$ cat src/rtl/reg_cmd_bridge.sv
// Byte-serial command bridge: parses 'W' addr hi lo / 'R' addr commands from a
// receive stream, drives a simple register port, and returns ack/read bytes.
module reg_cmd_bridge #(
    parameter int unsigned TIMEOUT = 1000
) (
    input  logic        clk_in,
    input  logic        reset,
    input  logic [7:0]  rx_data_i,
    input  logic        rx_valid_i,
    output logic        rx_ready_o,
    output logic [7:0]  w_addr_o,
    output logic [15:0] w_data_o,
    output logic        write_enable_o,
    output logic [7:0]  r_addr_o,
    input  logic [15:0] r_data_i,
    output logic [7:0]  tx_data_o,
    output logic        tx_valid_o,
    input  logic        tx_ready_i,
    output logic        err_o
);
    typedef enum logic [3:0] {
        IDLE, ADDR, DHI, DLO, WRITE, RD_WAIT, RD_CAP, TX_HI, TX_LO, TX_ACK
    } state_t;

    localparam logic [7:0]  CMD_W   = 8'h57;
    localparam logic [7:0]  CMD_R   = 8'h52;
    localparam logic [7:0]  BYTE_OK = 8'h4B;
    localparam logic [7:0]  BYTE_NK = 8'h15;
    localparam logic [15:0] CNT_LAST = 16'(TIMEOUT - 1);

    state_t      state_q, state_d;
    logic        is_write_q, is_write_d;
    logic [7:0]  addr_q, addr_d;
    logic [7:0]  data_hi_q, data_hi_d;
    logic [7:0]  w_addr_q, w_addr_d;
    logic [15:0] w_data_q, w_data_d;
    logic [7:0]  r_addr_q, r_addr_d;
    logic [15:0] rd_q, rd_d;
    logic [7:0]  tx_data_q, tx_data_d;
    logic [15:0] cnt_q, cnt_d;
    logic        err_q, err_d;
    logic        accept;
    logic        cnt_expired;
    logic        rx_state;

    assign rx_state       = (state_q == IDLE) || (state_q == ADDR) ||
                            (state_q == DHI)  || (state_q == DLO);
    assign rx_ready_o     = rx_state & ~reset;
    assign accept         = rx_valid_i & rx_ready_o;
    assign cnt_expired    = (cnt_q == CNT_LAST);
    assign write_enable_o = (state_q == WRITE);
    assign tx_valid_o     = (state_q == TX_HI) || (state_q == TX_LO) || (state_q == TX_ACK);
    assign w_addr_o       = w_addr_q;
    assign w_data_o       = w_data_q;
    assign r_addr_o       = r_addr_q;
    assign tx_data_o      = tx_data_q;
    assign err_o          = err_q;

    always_comb begin
        state_d    = state_q;
        is_write_d = is_write_q;
        addr_d     = addr_q;
        data_hi_d  = data_hi_q;
        w_addr_d   = w_addr_q;
        w_data_d   = w_data_q;
        r_addr_d   = r_addr_q;
        rd_d       = rd_q;
        tx_data_d  = tx_data_q;
        cnt_d      = '0;
        err_d      = 1'b0;
        case (state_q)
            IDLE: begin
                if (accept) begin
                    if (rx_data_i == CMD_W) begin
                        is_write_d = 1'b1;
                        state_d    = ADDR;
                    end else if (rx_data_i == CMD_R) begin
                        is_write_d = 1'b0;
                        state_d    = ADDR;
                    end else begin
                        err_d = 1'b1;
                    end
                end
            end
            ADDR: begin
                if (accept) begin
                    addr_d = rx_data_i;
                    // Upper nibble must be zero; 13..15 are read-only.
                    if ((rx_data_i[7:4] != 4'h0) ||
                        (is_write_q && (rx_data_i[3:0] >= 4'd13))) begin
                        err_d     = 1'b1;
                        tx_data_d = BYTE_NK;
                        state_d   = TX_ACK;
                    end else if (is_write_q) begin
                        state_d = DHI;
                    end else begin
                        r_addr_d = rx_data_i;
                        state_d  = RD_WAIT;
                    end
                end else if (cnt_expired) begin
                    err_d   = 1'b1;
                    state_d = IDLE;
                end else begin
                    cnt_d = cnt_q + 16'd1;
                end
            end
            DHI: begin
                if (accept) begin
                    data_hi_d = rx_data_i;
                    state_d   = DLO;
                end else if (cnt_expired) begin
                    err_d   = 1'b1;
                    state_d = IDLE;
                end else begin
                    cnt_d = cnt_q + 16'd1;
                end
            end
            DLO: begin
                if (accept) begin
                    w_addr_d = addr_q;
                    w_data_d = {data_hi_q, rx_data_i};
                    state_d  = WRITE;
                end else if (cnt_expired) begin
                    err_d   = 1'b1;
                    state_d = IDLE;
                end else begin
                    cnt_d = cnt_q + 16'd1;
                end
            end
            WRITE: begin
                tx_data_d = BYTE_OK;
                state_d   = TX_ACK;
            end
            RD_WAIT: state_d = RD_CAP;
            RD_CAP: begin
                rd_d      = r_data_i;
                tx_data_d = r_data_i[15:8];
                state_d   = TX_HI;
            end
            TX_HI: begin
                if (tx_ready_i) begin
                    tx_data_d = rd_q[7:0];
                    state_d   = TX_LO;
                end
            end
            TX_LO: begin
                if (tx_ready_i) state_d = IDLE;
            end
            TX_ACK: begin
                if (tx_ready_i) state_d = IDLE;
            end
            default: state_d = IDLE;
        endcase
    end

    always_ff @(posedge clk_in or posedge reset) begin
        if (reset) begin
            state_q    <= IDLE;
            is_write_q <= 1'b0;
            addr_q     <= '0;
            data_hi_q  <= '0;
            w_addr_q   <= '0;
            w_data_q   <= '0;
            r_addr_q   <= '0;
            rd_q       <= '0;
            tx_data_q  <= '0;
            cnt_q      <= '0;
            err_q      <= 1'b0;
        end else begin
            state_q    <= state_d;
            is_write_q <= is_write_d;
            addr_q     <= addr_d;
            data_hi_q  <= data_hi_d;
            w_addr_q   <= w_addr_d;
            w_data_q   <= w_data_d;
            r_addr_q   <= r_addr_d;
            rd_q       <= rd_d;
            tx_data_q  <= tx_data_d;
            cnt_q      <= cnt_d;
            err_q      <= err_d;
        end
    end
endmodule

$ cat config.mk
export PLATFORM = sky130hd
export DESIGN_NAME = reg_cmd_bridge
export DESIGN_NICKNAME = d
export VERILOG_FILES = /design/src/rtl/reg_cmd_bridge.sv
export SDC_FILE = /design/constraint.sdc
export NUM_CORES = 1
export LEC_CHECK = 0
export CORE_ASPECT_RATIO = 1.5
export CORE_MARGIN = 2
export CORE_UTILIZATION = 52
export DETAILED_ROUTE_END_ITERATION = 10
export GPL_TIMING_DRIVEN = 1
export PLACE_DENSITY = 0.87
export SYNTH_ARGS = -nofsm -noshare
export SYNTH_HDL_FRONTEND = slang
export SYNTH_SLANG_ARGS = --single-unit
$ cat constraint.sdc
create_clock -name clk_in -period 3.5 [get_ports clk_in]
set_input_delay 0.35 -clock clk_in [delete_from_list [all_inputs] [get_ports clk_in]]
set_output_delay 0.35 -clock clk_in [all_outputs]
set_load 0.1 [all_outputs]
==> impl_metrics.env, run 1 <==
export IMPL_layout_common_cells="dfrtp_1 (86), clkdlybuf4s50_1 (68), mux2_2 (45)"
export IMPL_maxCapViolations=0
export IMPL_grt_max_degree=54
export IMPL_tns_ps=0
export IMPL_worst_path_max_delay_cell="or4b_4"
export IMPL_synth_flop_cell="dfrtp_1"
export IMPL_r2r_end="r_addr_o[3]"
export IMPL_num_nets_final=434
export IMPL_status="finished, final reports clean"
export IMPL_power_density_mw_per_mm2=810
export IMPL_grt_remaining_overflow=0
export IMPL_initial_core_util_pct=53.2
export IMPL_max_slew_worst_pin_slew_ps=1020
export IMPL_p_total_w=0.00387
export IMPL_synth_nets=362
export IMPL_cp_start_kind="flop"
export IMPL_register_area_sq_mm=0.00215
export IMPL_cts_resized_gates=0
export IMPL_drt_iter0_drc=234
export IMPL_slew_viol_final=0
export IMPL_hp_class="reg2reg"
export IMPL_route_detailed_drc=0
export IMPL_r2r_slack_ps=1070
export IMPL_clk_pin_slew_ps=80
export IMPL_arrival_ps=2680
export IMPL_cp_end_kind="flop"
export IMPL_seq_area_frac_synth_pct=56.4
export IMPL_synth_compound_gate_area_share_pct=7.60
export IMPL_slowest_delay_ps=630
export IMPL_root_buffer="clkbuf_8"
export IMPL_fmax_mhz=412
export IMPL_wl_per_cell_um=16.1
export IMPL_ys_seq_elements=86
export IMPL_synth_simple_gate_area_share_pct=16.7
export IMPL_port_buffers=71
export IMPL_synth_area_leader_cell="dfrtp_1"
export IMPL_die_area_sq_mm=0.00806
export IMPL_fp_row_count=38
export IMPL_io_pins=72
export IMPL_ir_drop_v=0.000421
export IMPL_ys_top_cells_by_area="dfrtp_1 (56%), mux2_2 (13%), nand2_1 (3.6%)"
export IMPL_period_minus_slack_ps=2430
export IMPL_place_congestion=0.954
export IMPL_cts_sinks=86
export IMPL_synth_top_family_by_area="simple AND/OR/NAND/NOR gates"
export IMPL_cp_max_fo=20
export IMPL_crit_type="reg2reg"
export IMPL_netlist_instances=333
export IMPL_finalCoreUtilization_pct=66.6
export IMPL_die_w_um=74.0
export IMPL_synthMuxAreaShare_pct=13.5
export IMPL_filler_cell_count=537
export IMPL_p_leak_nw=2.15
export IMPL_synthDistinctLibCells=46
export IMPL_worstPathCellList="or4b_4 -> or2_4 -> nor3_4 -> mux2_2"
export IMPL_period_share_pct=69.4
export IMPL_insertion_delay_ps=360
export IMPL_drive_gt1_share_pct=18.5
export IMPL_rsz0062_at_grt="no"
export IMPL_via_count=2845
export IMPL_relSlewSlack_pct=31.9
export IMPL_critical_path_endpoint="r_addr_o[3]"
export IMPL_syn_area_sq_mm=0.00382
export IMPL_synth_edff_count=0
export IMPL_cts_buffers=9
export IMPL_cts_hold_buf=0
export IMPL_yosysWarnings=0
export IMPL_synthXorXnorAreaFrac_pct=2.75
export IMPL_final_common_cell="dfrtp_1"
export IMPL_multi_input_area_sq_mm=0.00156
export IMPL_die_h_um=109
export IMPL_routed_wl_um=8210
export IMPL_core_area_sq_mm=0.00718
export IMPL_finClkSkew_ps=8.57
export IMPL_crit_start="state_q[1]"
export IMPL_worstPathRequired_ps=3750
export IMPL_drtPass1Iterations=4
export IMPL_min_from="cnt_q[0]"
export IMPL_viasPerCell=5.58
export IMPL_detailedPlacementHpwl_um=5930
export IMPL_synth_top_area_share_pct=56.4
export IMPL_grt_pass1_vias=2852
export IMPL_cts_tree="yes"
export IMPL_htreeDepth=3
export IMPL_postRouteAntennaNets=0
export IMPL_rr_startpoint="state_q[1]"
export IMPL_clk_path_buf_depth=2
export IMPL_setup_viol=0
export IMPL_gr_usage_all_layers_pct=22.6
export IMPL_rr_worst_depth=4
export IMPL_antenna_cells=0
export IMPL_hold_violations=0
export IMPL_synth_fa_ha_area_share_pct=0.328
export IMPL_synthArstFlopShare_pct=100
export IMPL_syn2layout_area_growth_pct=25.2
export IMPL_grt_pass1_wl_um=13600
export IMPL_antenna_found_initial=0
export IMPL_cts_setup_buffers=0
export IMPL_postSynthAreaPerCell_sq_um=11.5
synth_stat cells (2+ instances only):
master / number
buf_4: 2
o22ai_1: 3
nand4_1: 6
nor3_1: 5
a2bb2oi_1: 2
o21ai_0: 5
a21oi_1: 17
o2111ai_1: 2
and2b_1: 4
xor2_1: 6
nor4_1: 5
o2bb2ai_1: 6
or2_2: 4
buf_2: 3
nand3_1: 9
clkbuf_1: 7
inv_1: 9
nand2_1: 37
o31ai_1: 4
o211ai_1: 2
nand2b_1: 3
mux2_2: 45
and3_1: 6
dfrtp_1: 86
or4_1: 4
xnor2_1: 6
nor2_1: 26
state kept, by name, summed over array words and instances, names as in the netlist:
name        cells
cnt_q          16
w_data_o       16
addr_q          8
data_hi_q       8
r_addr_o        8
rd_q            8
tx_data_o       8
w_addr_o        8
state_q         4
err_o           1
is_write_q      1
kinds of logic after synthesis:
family | Yosys count
AND/OR/NAND/NOR | 122
XOR/XNOR | 12
flip-flops | 86
adder cells (fa/ha/maj) | 1
AO/OA/AOI/OAI | 44
buffers and inverters | 22
multiplexers | 46
stage by stage:
stage | area [sq um] | setup WS, ps | hold slack [ps] | std cells
2_1_floorplan | 3820 | 928 | 424 | 333
3_3_place_gp | 4600 | 909 | 434 | 494
3_5_place_dp | 4600 | 859 | 453 | 494
4_1_cts | 4780 | 1090 | 464 | 510
5_1_grt | 4780 | 1000 | 494 | 510
6_report | 4780 | 1070 | 458 | 510
power by group:
group,switching (W),internal (W)
clock,0.000348,0.000277
sequential,0.000183,0.00122
combinational,0.00135,0.000496
layer usage:
layer	up-vias	wire length, um	track usage (%)
li1	1315	-	-
met1	1396	3330	27.0
met2	112	4280	37.9
met3	22	423	4.90
met4	0	185	11.0
met5	-	0	0
cell type report:
| class | instances | share of cell area, % |
|---|---|---|
| clock buffers | 11 | 2.96 |
| clock inverters | 5 | 0.733 |
| inverters | 9 | 0.733 |
| multi-input cells | 225 | 32.7 |
| flip-flops and latches | 86 | 45.0 |
| well taps | 100 | 2.62 |
| repair buffers | 74 | 15.2 |
worst min-delay path by stage:
| stage | to | slack (ps) | cells after the start |
|---|---|---|---|
| 2_1_floorplan | cnt_q[0] | 420 | 1 |
| 3_3_place_gp | cnt_q[0] | 430 | 1 |
| 3_5_place_dp | cnt_q[0] | 450 | 1 |
| 4_1_cts | cnt_q[0] | 460 | 1 |
| 5_1_grt | cnt_q[0] | 490 | 1 |
| 6_report | cnt_q[0] | 460 | 1 |
worst max-delay path, delay by kind of cell, from the launching register on:
kind	cells	cell delay (ps)
flops	1	610
mux	1	390
simple gates	3	1310
Power figures use the tool's default switching activity.
==> inputs of run 2 (changes only) <==
- CORE_UTILIZATION: 52 -> 47
- PLACE_DENSITY: 0.87 -> 0.83
- clock period: 3.5 -> 2.2 ns (I/O delays scaled with it)
==> run 2 against run 1 <==
Effect of this change: clock skew is 1.1 ps lower; clock power grew to 2.8 times the previous value; hold slack worse by 37 ps; flip-flop and latch count stayed put; clock-buffer cell count is 2 lower; die area is 10% higher.
==> impl_metrics.env, run 2 (synthesized netlist as in run 1, its figures left out) <==
export IMPL_status="finished, final reports clean"
export IMPL_register_area_sq_mm=0.00215
export IMPL_cts_tree="yes"
export IMPL_maxCapViolations=0
export IMPL_insertion_delay_ps=340
export IMPL_grt_remaining_overflow=0
export IMPL_setup_ws_ps=125
export IMPL_drtPass1Iterations=4
export IMPL_hold_violations=0
export IMPL_die_w_um=77.6
export IMPL_final_common_cell="dfrtp_1"
export IMPL_period_minus_slack_ps=2080
export IMPL_relSlewSlack_pct=66.9
export IMPL_layout_common_cells="dfrtp_1 (86), buf_4 (62), mux2_2 (45)"
export IMPL_grt_pass1_wl_um=15100
export IMPL_cts_setup_buffers=0
export IMPL_cp_max_fo=8
export IMPL_clk_path_buf_depth=2
export IMPL_postRouteAntennaNets=0
export IMPL_grt_max_degree=41
export IMPL_num_nets_final=455
export IMPL_worstPathRequired_ps=2430
export IMPL_filler_cell_count=612
export IMPL_antenna_found_initial=0
export IMPL_rr_startpoint="state_q[2]"
export IMPL_crit_type="reg2reg"
export IMPL_period_share_pct=94.3
export IMPL_hp_class="in2async"
export IMPL_cts_hold_buf=0
export IMPL_syn2layout_area_growth_pct=33.4
export IMPL_p_leak_nw=2.42
export IMPL_cts_sinks=86
export IMPL_drt_iter0_drc=124
export IMPL_route_detailed_drc=0
export IMPL_finClkSkew_ps=7.42
export IMPL_drive_gt1_share_pct=32.7
export IMPL_timing_hold_ws_ps=421
export IMPL_cts_resized_gates=0
export IMPL_cts_buffers=9
export IMPL_multi_input_area_sq_mm=0.00157
export IMPL_power_density_mw_per_mm2=1380
export IMPL_routed_wl_um=9360
export IMPL_crit_start="state_q[2]"
export IMPL_clk_pin_slew_ps=70
export IMPL_wl_per_cell_um=17.5
export IMPL_io_pins=72
export IMPL_arrival_ps=2310
export IMPL_max_slew_worst_pin_slew_ps=495
export IMPL_die_area_sq_mm=0.00887
export IMPL_rr_worst_depth=4
export IMPL_htreeDepth=3
export IMPL_cp_start_kind="flop"
export IMPL_r2r_end="r_addr_o[3]"
export IMPL_gr_usage_all_layers_pct=22.2
export IMPL_via_count=2952
export IMPL_initial_core_util_pct=48.0
export IMPL_cp_end_kind="flop"
export IMPL_grt_pass1_vias=3087
export IMPL_ir_drop_v=0.000869
export IMPL_rsz0062_at_grt="no"
export IMPL_fp_row_count=40
export IMPL_r2r_slack_ps=120
export IMPL_place_congestion=0.882
export IMPL_port_buffers=71
export IMPL_root_buffer="clkbuf_16"
export IMPL_detailedPlacementHpwl_um=6570
export IMPL_antenna_cells=0
export IMPL_slew_viol_final=0
export IMPL_setup_viol=0
export IMPL_tns_ps=0
export IMPL_p_total_w=0.00702
export IMPL_viasPerCell=5.51
export IMPL_core_area_sq_mm=0.00796
export IMPL_dpl_worst_slack_ps=50.7
export IMPL_fmax_mhz=482
export IMPL_die_h_um=114
run 2: cell count changes in the layout (fill, tap and decap cells not counted):
cell	delta
nor2_1	-2
bufinv_16	+3
clkbuf_1	-1
nor2_2	+2
clkinv_2	-2
buf_12	+6
clkbuf_8	-10
inv_6	+1
clkbuf_16	+9
clkdlybuf4s50_1	-41
buf_4	+56
run 2: report_power, final:
group / internal [W] / switching, W / leakage (nW)
combinational: 0.000829 / 0.00229 / 1.10
clock: 0.00111 / 0.000622 / 0.170
sequential: 0.00194 / 0.000221 / 1.15
run 2: critical path, cell delays in order, from the launching register on:
cell and delay, ps:
dfrtp_1 470, or4b_4 530, or2_4 260, nor3_4 320
mux2_2 380
run 2: through the flow:
step	instance area (sq um)	util, %	instances
finish	5090	64.0	536
global route	5090	64.0	536
CTS	5090	64.0	536
detailed placement	4750	59.6	520
global placement	4750	59.6	520
floorplan	3830	-	333
run 2: final cells by class:
| cell class | count | share of cell area, % |
|---|---|---|
| repair buffers | 95 | 16.8 |
| clock inverters | 7 | 2.38 |
| clock buffers | 9 | 4.42 |
| multi-input cells | 225 | 30.8 |
| well taps | 105 | 2.58 |
| inverters | 9 | 0.737 |
| flip-flops and latches | 86 | 42.3 |
run 2: worst max-delay path by stage:
stage	end	slack (ps)	cells past startpoint
4_1_cts	tx_valid_o	120	5
3_5_place_dp	w_data_o[2]	50	5
3_3_place_gp	w_data_o[9]	80	5
2_1_floorplan	r_addr_o[0]	190	5
6_report	r_addr_o[3]	120	4
5_1_grt	is_write_q	60	4
run 2: metal layers:
layer	vias up	wire (um)	track usage, %
met2	91	5170	41.5
met3	23	388	4.10
met4	0	234	10.4
met1	1468	3560	23.8
met5	-	0	0
li1	1370	-	-
